**src/rtl/alu_seq.sv**
```systemverilog
// alu_seq: registered execute-stage ALU with single-cycle ops and iterative MUL/MULH/DIV/REM
// Ports:
//   i_clk, i_rst      clock, asynchronous active-high reset
//   i_req, i_kill     start request (taken only when idle), abort/flush
//   i_mode            op select: 0 PASS_L 1 PASS_R 2 ADD 3 SUB 4 AND 5 OR 6 XOR 7 SHL 8 SHR
//                     9 ASHR 10 SEXT 11 MUL 12 MULH 13 DIV 14 REM 15 PASS_L
//   i_l, i_r, i_carry operands and carry/borrow in
//   o_busy            multi-cycle op in flight
//   o_valid           one-cycle pulse when o_out/o_flags update
//   o_out, o_flags    result and {P,O,N,C,Z}, held until the next o_valid
// Build option: define ALU_MUL_EARLY_TERM_EN to let MUL/MULH stop once the multiplier is exhausted.
module alu_seq #(
    parameter int RW     = 16,
    parameter int MODE_W = 4,
    parameter int CNT_W  = $clog2(RW + 1)
) (
    input  logic              i_clk,
    input  logic              i_rst,
    input  logic              i_req,
    input  logic              i_kill,
    input  logic [MODE_W-1:0] i_mode,
    input  logic [RW-1:0]     i_l,
    input  logic [RW-1:0]     i_r,
    input  logic              i_carry,
    output logic              o_busy,
    output logic              o_valid,
    output logic [RW-1:0]     o_out,
    output logic [4:0]        o_flags
);
    localparam logic [MODE_W-1:0] M_PASSR = MODE_W'(1);
    localparam logic [MODE_W-1:0] M_ADD   = MODE_W'(2);
    localparam logic [MODE_W-1:0] M_SUB   = MODE_W'(3);
    localparam logic [MODE_W-1:0] M_AND   = MODE_W'(4);
    localparam logic [MODE_W-1:0] M_OR    = MODE_W'(5);
    localparam logic [MODE_W-1:0] M_XOR   = MODE_W'(6);
    localparam logic [MODE_W-1:0] M_SHL   = MODE_W'(7);
    localparam logic [MODE_W-1:0] M_SHR   = MODE_W'(8);
    localparam logic [MODE_W-1:0] M_ASHR  = MODE_W'(9);
    localparam logic [MODE_W-1:0] M_SEXT  = MODE_W'(10);
    localparam logic [MODE_W-1:0] M_MUL   = MODE_W'(11);
    localparam logic [MODE_W-1:0] M_MULH  = MODE_W'(12);
    localparam logic [MODE_W-1:0] M_DIV   = MODE_W'(13);
    localparam logic [MODE_W-1:0] M_REM   = MODE_W'(14);

    typedef enum logic [1:0] {S_IDLE, S_MUL, S_DIV} state_t;

    state_t            state_q, state_d;
    logic [CNT_W-1:0]  cnt_q, cnt_d;
    logic [RW-1:0]     out_q, out_d;
    logic [4:0]        flags_q, flags_d;
    logic              valid_q, valid_d;
    logic              hi_q, hi_d;
    logic [2*RW-1:0]   acc_q, acc_d, mcd_q, mcd_d, acc_n;
    logic [RW-1:0]     mpl_q, mpl_d, mpl_n;
    logic [RW-1:0]     rem_q, rem_d, quo_q, quo_d, dvs_q, dvs_d, rem_n, quo_n;
    logic [RW:0]       partial;
    logic              ge;
    logic              mul_done;
    logic [RW-1:0]     mres, dres;
    logic [RW:0]       add_w, sub_w, shl_w, shr_w, asr_w;
    logic [RW-1:0]     sext, res;
    logic              c, o, amt_big;

    function automatic logic [4:0] mk_flags(input logic [RW-1:0] v, input logic cf, input logic of);
        return {^v, of, v[RW-1], cf, v == '0};
    endfunction

    generate
        if (RW > 8) begin : g_sext
            assign sext = {{(RW-8){i_l[7]}}, i_l[7:0]};
        end else begin : g_nosext
            assign sext = i_l;
        end
    endgenerate

    // Shifts run on an RW+1 wide copy so the last bit shifted out lands in the spare bit.
    always_comb begin
        add_w   = {1'b0, i_l} + {1'b0, i_r} + {{RW{1'b0}}, i_carry};
        sub_w   = {1'b0, i_l} - {1'b0, i_r} - {{RW{1'b0}}, i_carry};
        shl_w   = {1'b0, i_l} << i_r;
        shr_w   = {i_l, 1'b0} >> i_r;
        asr_w   = $signed({i_l, 1'b0}) >>> i_r;
        amt_big = i_r >= RW'(RW);
        res     = i_l;
        c       = 1'b0;
        o       = 1'b0;
        case (i_mode)
            M_PASSR: res = i_r;
            M_ADD: begin
                res = add_w[RW-1:0];
                c   = add_w[RW];
                o   = ~(i_l[RW-1] ^ i_r[RW-1]) & (i_l[RW-1] ^ add_w[RW-1]);
            end
            M_SUB: begin
                res = sub_w[RW-1:0];
                c   = sub_w[RW];
                o   = (i_l[RW-1] ^ i_r[RW-1]) & (i_l[RW-1] ^ sub_w[RW-1]);
            end
            M_AND:  res = i_l & i_r;
            M_OR:   res = i_l | i_r;
            M_XOR:  res = i_l ^ i_r;
            M_SHL: begin
                res = shl_w[RW-1:0];
                c   = shl_w[RW] & ~amt_big;
            end
            M_SHR: begin
                res = shr_w[RW:1];
                c   = shr_w[0] & ~amt_big;
            end
            M_ASHR: begin
                res = asr_w[RW:1];
                c   = asr_w[0] & ~amt_big;
            end
            M_SEXT: res = sext;
            default: ;
        endcase
    end

    // One shift-add step and one restoring-divide step per edge.
    always_comb begin
        acc_n   = mpl_q[0] ? acc_q + mcd_q : acc_q;
        mpl_n   = mpl_q >> 1;
        partial = {rem_q, quo_q[RW-1]};
        ge      = partial >= {1'b0, dvs_q};
        rem_n   = ge ? RW'(partial - {1'b0, dvs_q}) : partial[RW-1:0];
        quo_n   = {quo_q[RW-2:0], ge};
        mres    = hi_q ? acc_n[2*RW-1:RW] : acc_n[RW-1:0];
        dres    = hi_q ? rem_n : quo_n;
    end

`ifdef ALU_MUL_EARLY_TERM_EN
    assign mul_done = (cnt_q == CNT_W'(1)) || (mpl_n == '0);
`else
    assign mul_done = cnt_q == CNT_W'(1);
`endif

    always_comb begin
        state_d = state_q;
        cnt_d   = cnt_q;
        out_d   = out_q;
        flags_d = flags_q;
        valid_d = 1'b0;
        hi_d    = hi_q;
        acc_d   = acc_q;
        mcd_d   = mcd_q;
        mpl_d   = mpl_q;
        rem_d   = rem_q;
        quo_d   = quo_q;
        dvs_d   = dvs_q;
        case (state_q)
            S_IDLE: begin
                if (i_req && !i_kill) begin
                    if (i_mode == M_MUL || i_mode == M_MULH) begin
                        state_d = S_MUL;
                        cnt_d   = CNT_W'(RW);
                        hi_d    = i_mode == M_MULH;
                        acc_d   = '0;
                        mcd_d   = {{RW{1'b0}}, i_l};
                        mpl_d   = i_r;
                    end else if (i_mode == M_DIV || i_mode == M_REM) begin
                        state_d = S_DIV;
                        cnt_d   = CNT_W'(RW);
                        hi_d    = i_mode == M_REM;
                        rem_d   = '0;
                        quo_d   = i_l;
                        dvs_d   = i_r;
                    end else begin
                        out_d   = res;
                        flags_d = mk_flags(res, c, o);
                        valid_d = 1'b1;
                    end
                end
            end
            S_MUL: begin
                if (i_kill) begin
                    state_d = S_IDLE;
                    cnt_d   = '0;
                end else begin
                    acc_d = acc_n;
                    mcd_d = mcd_q << 1;
                    mpl_d = mpl_n;
                    cnt_d = cnt_q - CNT_W'(1);
                    if (mul_done) begin
                        state_d = S_IDLE;
                        cnt_d   = '0;
                        out_d   = mres;
                        flags_d = mk_flags(mres, |acc_n[2*RW-1:RW], |acc_n[2*RW-1:RW]);
                        valid_d = 1'b1;
                    end
                end
            end
            S_DIV: begin
                if (i_kill) begin
                    state_d = S_IDLE;
                    cnt_d   = '0;
                end else begin
                    rem_d = rem_n;
                    quo_d = quo_n;
                    cnt_d = cnt_q - CNT_W'(1);
                    if (cnt_q == CNT_W'(1)) begin
                        // A zero divisor naturally yields all-ones quotient and remainder = dividend.
                        state_d = S_IDLE;
                        cnt_d   = '0;
                        out_d   = dres;
                        flags_d = mk_flags(dres, 1'b0, dvs_q == '0);
                        valid_d = 1'b1;
                    end
                end
            end
            default: state_d = S_IDLE;
        endcase
    end

    always_ff @(posedge i_clk or posedge i_rst) begin
        if (i_rst) begin
            state_q <= S_IDLE;
            cnt_q   <= '0;
            out_q   <= '0;
            flags_q <= '0;
            valid_q <= 1'b0;
            hi_q    <= 1'b0;
            acc_q   <= '0;
            mcd_q   <= '0;
            mpl_q   <= '0;
            rem_q   <= '0;
            quo_q   <= '0;
            dvs_q   <= '0;
        end else begin
            state_q <= state_d;
            cnt_q   <= cnt_d;
            out_q   <= out_d;
            flags_q <= flags_d;
            valid_q <= valid_d;
            hi_q    <= hi_d;
            acc_q   <= acc_d;
            mcd_q   <= mcd_d;
            mpl_q   <= mpl_d;
            rem_q   <= rem_d;
            quo_q   <= quo_d;
            dvs_q   <= dvs_d;
        end
    end

    assign o_busy  = state_q != S_IDLE;
    assign o_valid = valid_q;
    assign o_out   = out_q;
    assign o_flags = flags_q;
endmodule

```
**config.mk**
```make
export PLATFORM = sky130hd
export DESIGN_NAME = alu_seq
export DESIGN_NICKNAME = d
export VERILOG_FILES = /design/src/rtl/alu_seq.sv
export SDC_FILE = /design/constraint.sdc
export NUM_CORES = 1
export LEC_CHECK = 0
export CORE_ASPECT_RATIO = 1.75
export CORE_MARGIN = 2
export CORE_UTILIZATION = 56
export DETAILED_ROUTE_END_ITERATION = 7
export MAX_ROUTING_LAYER = met4
export PLACE_DENSITY_LB_ADDON = 0.12
export SETUP_SLACK_MARGIN = 0.1
export SLEW_MARGIN = 30
export SYNTH_ARGS = -nofsm -noshare
export SYNTH_HDL_FRONTEND = slang
export SYNTH_SLANG_ARGS = --single-unit
```
**constraint.sdc**
```tcl
create_clock -name i_clk -period 6.7 [get_ports i_clk]
set_input_delay 1.34 -clock i_clk [delete_from_list [all_inputs] [get_ports i_clk]]
set_output_delay 1.34 -clock i_clk [all_outputs]
set_load 0.1 [all_outputs]
```
==> results of run 1 <==
[cell usage in the layout (no fill, tap or decap), drive strengths merged, types with 23 or more instances in the layout]
cell / instances
ha: 139
xnor2: 62
a211oi: 39
a21o: 32
mux2i: 101
clkdlybuf4s50: 61
buf: 66
nor2: 134
o211ai: 23
o21ai: 190
dfrtp: 157
a22o: 46
inv: 104
nand3: 36
nor3: 39
a21oi: 112
nand2: 219
[flip-flops by register name, indices dropped and copies added (netlist names)]
name,flops
quo_q,16
dvs_q,16
cnt_q,5
mcd_q,32
acc_q,32
mpl_q,16
hi_q,1
o_flags,5
state_q,2
rem_q,16
o_out,15
o_valid,1
[cells by family after synthesis]
logic type               after synthesis  share of synthesized area
flip-flops                           157                      0.249
adder cells (fa/ha/maj)              145                      0.118
XOR/XNOR                              84                     0.0467
multiplexers                         136                     0.0999
AND/OR/NAND/NOR                      548                      0.160
buffers and inverters                225                     0.0564
AO/OA/AOI/OAI                        634                      0.269
[where the power goes]
group	switching [uW]	internal [uW]	total, uW
Combinational	2520	1440	3960
Clock	443	590	1030
Sequential	302	1240	1540
[worst max-delay path: stages]
cell	delay [ns]
clkdlybuf4s50_1	0.51
fa_1	0.49
ha_1	0.31
a211o_1	0.33
a211oi_1	0.40
o31ai_1	0.18
o21a_1	0.29
a311oi_1	0.48
xnor2_1	0.17
nand2_1	0.07
nand4_1	0.09
o21ai_0	0.14
ha_1	0.37
xnor2_1	0.20
xnor2_1	0.16
xnor2_1	0.10
o211ai_1	0.16
nand2_1	0.08
[final cells by class]
| type | count | area [um^2] | share of cell area |
|---|---|---|---|
| Antenna cell | 2 | 5.00 | 0.000286 |
| Clock buffer | 20 | 437 | 0.0249 |
| Clock inverter | 12 | 164 | 0.00936 |
| Inverter | 105 | 399 | 0.0228 |
| Multi-Input combinational cell | 1547 | 11000 | 0.626 |
| Sequential cell | 157 | 3930 | 0.224 |
| Tap cell | 373 | 467 | 0.0266 |
| Timing Repair Buffer | 128 | 1140 | 0.0652 |
[worst paths after layout]
check                                           start  slack, ns                endpoint  cells past startpoint
worst max register to register  acc_q[18]$_DFFE_PP0P_       1.70  o_flags[4]$_DFFE_PP0P_                     16
worst min register to register  mpl_q[11]$_DFFE_PP0P_       0.49   mpl_q[11]$_DFFE_PP0P_                      2
min in group asynchronous                       i_rst       1.30       o_valid$_DFF_PP0_                      3
max in group asynchronous                       i_rst       4.38    mpl_q[0]$_DFFE_PP0P_                      4
worst max-delay path                           i_l[0]       1.15  o_flags[4]$_DFFE_PP0P_                     18
worst min-delay path            mpl_q[11]$_DFFE_PP0P_       0.49   mpl_q[11]$_DFFE_PP0P_                      2
[stage by stage]
step / std cells / area [um^2]
6_report: 2344 / 17500
5_1_grt: 2343 / 17500
4_1_cts: 2340 / 17500
3_5_place_dp: 2308 / 16900
3_3_place_gp: 2308 / 16900
2_1_floorplan: 1929 / 15800
[layer usage]
layer,track usage,share of wire
met1,0.416,0.32
met2,0.740,0.49
met3,0.0884,0.067
met4,0.421,0.12
met5,-,0
==> results.md, run 1 <==
* Status: complete, no violations
* Starting DRC count in detailed routing at 1,533
* CTS Buffer Depth at 2
* Synth top area cells: dfrtp_1 25%, ha_1 11%, mux2i_1 6.4%, o21ai_0 5.8%, nand2_1 5.2%
* Async SR Flop Fraction at 1.00
* Number of synthesized flops with an enable pin at 0
* Synthesized area at 15,800 um^2
* Core Box Area at 27,900 um^2
* Fin util at 0.628
* Pre-CTS setup slack at about 0.67 ns
* Clk_lat worst skew at about 0.47 ns
* First-pass GRT wire length at 93.6 mm
* Worst-path clk slew at 0.07 ns
* Post-CTS Setup Bufs at 0
* Fmax at roughly 180 MHz
* Final Slew Violations at 0
* WHS at 0.486 ns
* Hold buffer count at cts at 0
* Initial antenna violation count at 1
* Clock Skews at ~0.020 ns
* Clock Sinks at 157
* H-tree depth at 4
* IO buf count at between 60 and 70
* Placer congestion estimate at around 1.1
* Max_slew headroom at 0.303
* Top post-synthesis cells by count: 219 x nand2_1, 182 x o21ai_0, 157 x dfrtp_1
* Post-Syn Instances at slightly below 2,000
* Setup ws final at roughly 1.1 ns
* Post-DP HPWL at between 40 and 50 mm
* Syn_nets at between 2,000 and 2,500
* Setup violators final at 0
* Period utilization at 0.829
* Largest net degree at the start of global routing at around 160
* Post-synthesis sequential area ratio at 0.249
* Synth cell types at between 90 and 100
* Height of the die at 226 um
* Area Growth Syn to Fin at 11.1%
* CP Data Arrival Time at about 5.9 ns
* Unrepaired setup endpoints after global routing: no
* Wire per inst at 26.9 um
* Pre-Repair DR Iteration Count at 8
* Max cap viols at 0
* Peak supply drop at about 0.27 mV
* Filler instances at 2,565
* Mean Syn Cell Area at between 8 and 9 um^2
* I/O Pins at between 60 and 70
* Period minus WS final at approximately 5.6 ns
* Starting density of the core at 0.566
* # DRC at 0
* Post-Route WL at ~63 mm
* Share of layout cells above drive strength 1 at 0.0858
* Horiz. Die Dim at between 100 and 150 um
* Kind of critical path: primary input to flop
* Least-Margin Pin Slew at 1.04 ns
* CTS tree: done
* Leak at between 0.007 and 0.008 uW
* Worst setup SP type: primary input
* PwrDens at 373 nW/um^2
* CTS Buf Count at 17
* GR Overflow Total at 0
* Crit. End Element: flop
* Yosys warns at 0
* Fin Setup TNS at 0 ns
* Root Buffer: clkbuf_16
* Vias in the first global route at 15,800
* Routed via count at about 16,000
* NumNets Final at between 2,000 and 2,500
* Top cell type by total area after synthesis: dfrtp_1
* Worst Path Required at between 7 and 8 ns
* Min-delay worst type: flop to flop
* Count leader, synth: nand2_1
* Vias/cell at 6.81
* Final hold vios at 0
* Rows at roughly 80
* Register bit total from synthesis at roughly 160
* Tot Pwr at between 6000 and 7000 uW
* Primary FF master, synth: dfrtp_1
* Crit-path max FO at 3
* Total Die Area at 29,600 um^2
* Total global-route track usage at 0.444
* Top cell type's share of synthesized area at 0.249
* Post-DRT Antenna Nets at 0
* Post-CTS resize count at 0
Note: power is estimated with default switching activity, not from simulation.
==> run 2, diff against run 1 <==
- clock period: 6.7 -> 5.8 ns (I/O delays scaled with it)
==> results.md, run 2 (same netlist as run 1, synthesis figures left out) <==
* Status: complete, no violations (unchanged)
* Commonest non-fill, non-tap cells in the layout: 219 x nand2_1, 182 x o21ai_0, 155 x dfrtp_1 (unchanged)
* Clock Sinks at 157 (unchanged)
* Setup violators final at 0 (unchanged)
* Tot Pwr at 7490 uW (was 6530 uW)
* Vias in the first global route at 16,300 (was 15,800)
* Post-Route WL at 64.1 mm (was 63.2 mm)
* Most common cell after layout, fill and taps aside: nand2_1 (unchanged)
* Post-DP HPWL at 48.7 mm (was 48.2 mm)
* Crit. End Element: flop (unchanged)
* Period utilization at 0.906
* R2R Path Start: mcd_q[0]$_DFFE_PP0P_ (was acc_q[18]$_DFFE_PP0P_)
* H-tree depth at 4 (unchanged)
* Period minus WS final at approximately 5.3 ns
* Routed via count at 16,200 (was 16,000)
* Peak supply drop at 0.356 mV (was 0.270 mV)
* Placer congestion estimate at 1.09 (was 1.12)
* Min-delay src: mpl_q[1]$_DFFE_PP0P_ (was mpl_q[11]$_DFFE_PP0P_)
* R2R Setup Slk at 0.65 ns (was 1.70 ns)
* Total global-route track usage at 0.451 (was 0.444)
* I/O Pins at 64 (unchanged)
* Least-Margin Pin Slew at 1.02 ns (was 1.04 ns)
* CTS tree: done (unchanged)
* Leak at 0.00798 uW (was 0.00774 uW)
* Clk_lat worst skew at 0.47 ns (about the same)
* Crit Reg-Reg Endpoint: o_flags[4]$_DFFE_PP0P_ (unchanged)
* Unrepaired setup endpoints after global routing: no (unchanged)
* Starting DRC count in detailed routing at 1,351 (was 1,533)
* Kind of critical path: primary input to flop (unchanged)
* Rows at 81 (unchanged)
* # DRC at 0 (unchanged)
* Starting density of the core at 0.566 (unchanged)
* Fin Setup TNS at 0 ns (unchanged)
* Largest net degree at the start of global routing at 103 (was 158)
* Worst setup SP type: primary input (unchanged)
* Pre-Repair DR Iteration Count at 8 (unchanged)
* Vias/cell at 6.78 (was 6.81)
* Share of layout cells above drive strength 1 at 0.110 (was 0.0858)
* Min-delay worst type: flop to flop (unchanged)
* Worst-path clk slew at 0.07 ns (about the same)
* CTS Buffer Depth at 2 (unchanged)
* PwrDens at 420 nW/um^2 (was 373 nW/um^2)
* Wire per inst at 26.8 um (was 26.9 um)
* CP Data Arrival Time at 5.59 ns (was 5.88 ns)
* Reg2reg path depth at 16 (unchanged)
* First-pass GRT wire length at 95.1 mm (was 93.6 mm)
* Final hold vios at 0 (unchanged)
* GR Overflow Total at 0 (unchanged)
* IO buf count at 63 (unchanged)
* Height of the die at 226 um (unchanged)
* Post-CTS Setup Bufs at 0 (unchanged)
* Post-CTS resize count at 0 (unchanged)
* Crit path to: o_flags[4]$_DFFE_PP0P_ (unchanged)
* Total Die Area at 29,600 um^2 (unchanged)
* Post-DRT Antenna Nets at 0 (unchanged)
* Diode count at 0 (was 2)
* Root Buffer: clkbuf_16 (unchanged)
* NumNets Final at 2,193 (was 2,142)
* Clock Skews at 0.0173 ns (was 0.0196 ns)
* Core Box Area at 27,900 um^2 (unchanged)
* Largest regs: acc_q (32), mcd_q (32) (unchanged)
* Fmax at between 150 and 200 MHz
* Area Growth Syn to Fin at 13.2% (was 11.1%)
* Horiz. Die Dim at 131 um (unchanged)
* Initial antenna violation count at 0 (was 1)
* Max_slew headroom at 0.317 (was 0.303)
* Critical path origin: i_l[0] (unchanged)
* Crit-path max FO at 3 (unchanged)
* Final Slew Violations at 0 (unchanged)
* Hold buffer count at cts at 0 (unchanged)
* Max cap viols at 0 (unchanged)
* Worst Path Required at 6.14 ns (was 7.03 ns)
* CTS Buf Count at 17 (unchanged)
-- run 2: per-stage QoR --
stage               std cells  utilization  worst slack, ns  hold WS, ns  cell area (um^2)
finish                   2393        0.640            0.543        0.485             17800
global route             2393        0.640            0.304        0.517             17800
CTS                      2393        0.640            0.617        0.490             17800
detailed placement       2361        0.619            0.182        0.474             17200
global placement         2361        0.619            0.214        0.462             17200
floorplan                1929            -            0.405        0.450             15800
-- run 2: layout make-up --
cell class	instances	area, um^2
timing repair buffer	179	1490
clock inverter	14	158
tap	373	467
sequential	157	3930
clock buffer	18	429
fill	2470	10000
multi-input combinational	1547	11000
inverter	105	402
-- run 2: worst min path at each step --
stage,slack [ns],end,cells past startpoint
after global routing,0.52,mpl_q[1]$_DFFE_PP0P_,2
final,0.48,mpl_q[1]$_DFFE_PP0P_,2
after CTS,0.49,mpl_q[7]$_DFFE_PP0P_,2
after floorplan,0.45,mpl_q[10]$_DFFE_PP0P_,2
after detailed placement,0.47,mpl_q[7]$_DFFE_PP0P_,2
after global placement,0.46,mpl_q[2]$_DFFE_PP0P_,2
-- run 2: per-layer routing --
metal	track usage	share of wire
met4	0.428	0.12
met3	0.100	0.068
met5	-	0
met1	0.433	0.33
met2	0.732	0.48
-- run 2: where the power goes --
group | switching, uW | internal (uW) | total (uW)
Clock | 533 | 643 | 1180
Sequential | 336 | 1430 | 1760
Combinational | 2850 | 1700 | 4550
Total | 3720 | 3770 | 7490
-- run 2: critical path, stage by stage --
cell and delay (ns):
clkdlybuf4s50_1 0.51, fa_1 0.52, fa_1 0.44, a21o_1 0.20, a21o_1 0.22, a21boi_0 0.18, buf_4 0.17, o211ai_1 0.15
a41oi_1 0.35, xnor2_1 0.12, o211a_1 0.24, or2_2 0.28, ha_1 0.29, xnor2_1 0.21, xnor2_1 0.17, xnor2_1 0.11
o211ai_1 0.17, nand2_1 0.08
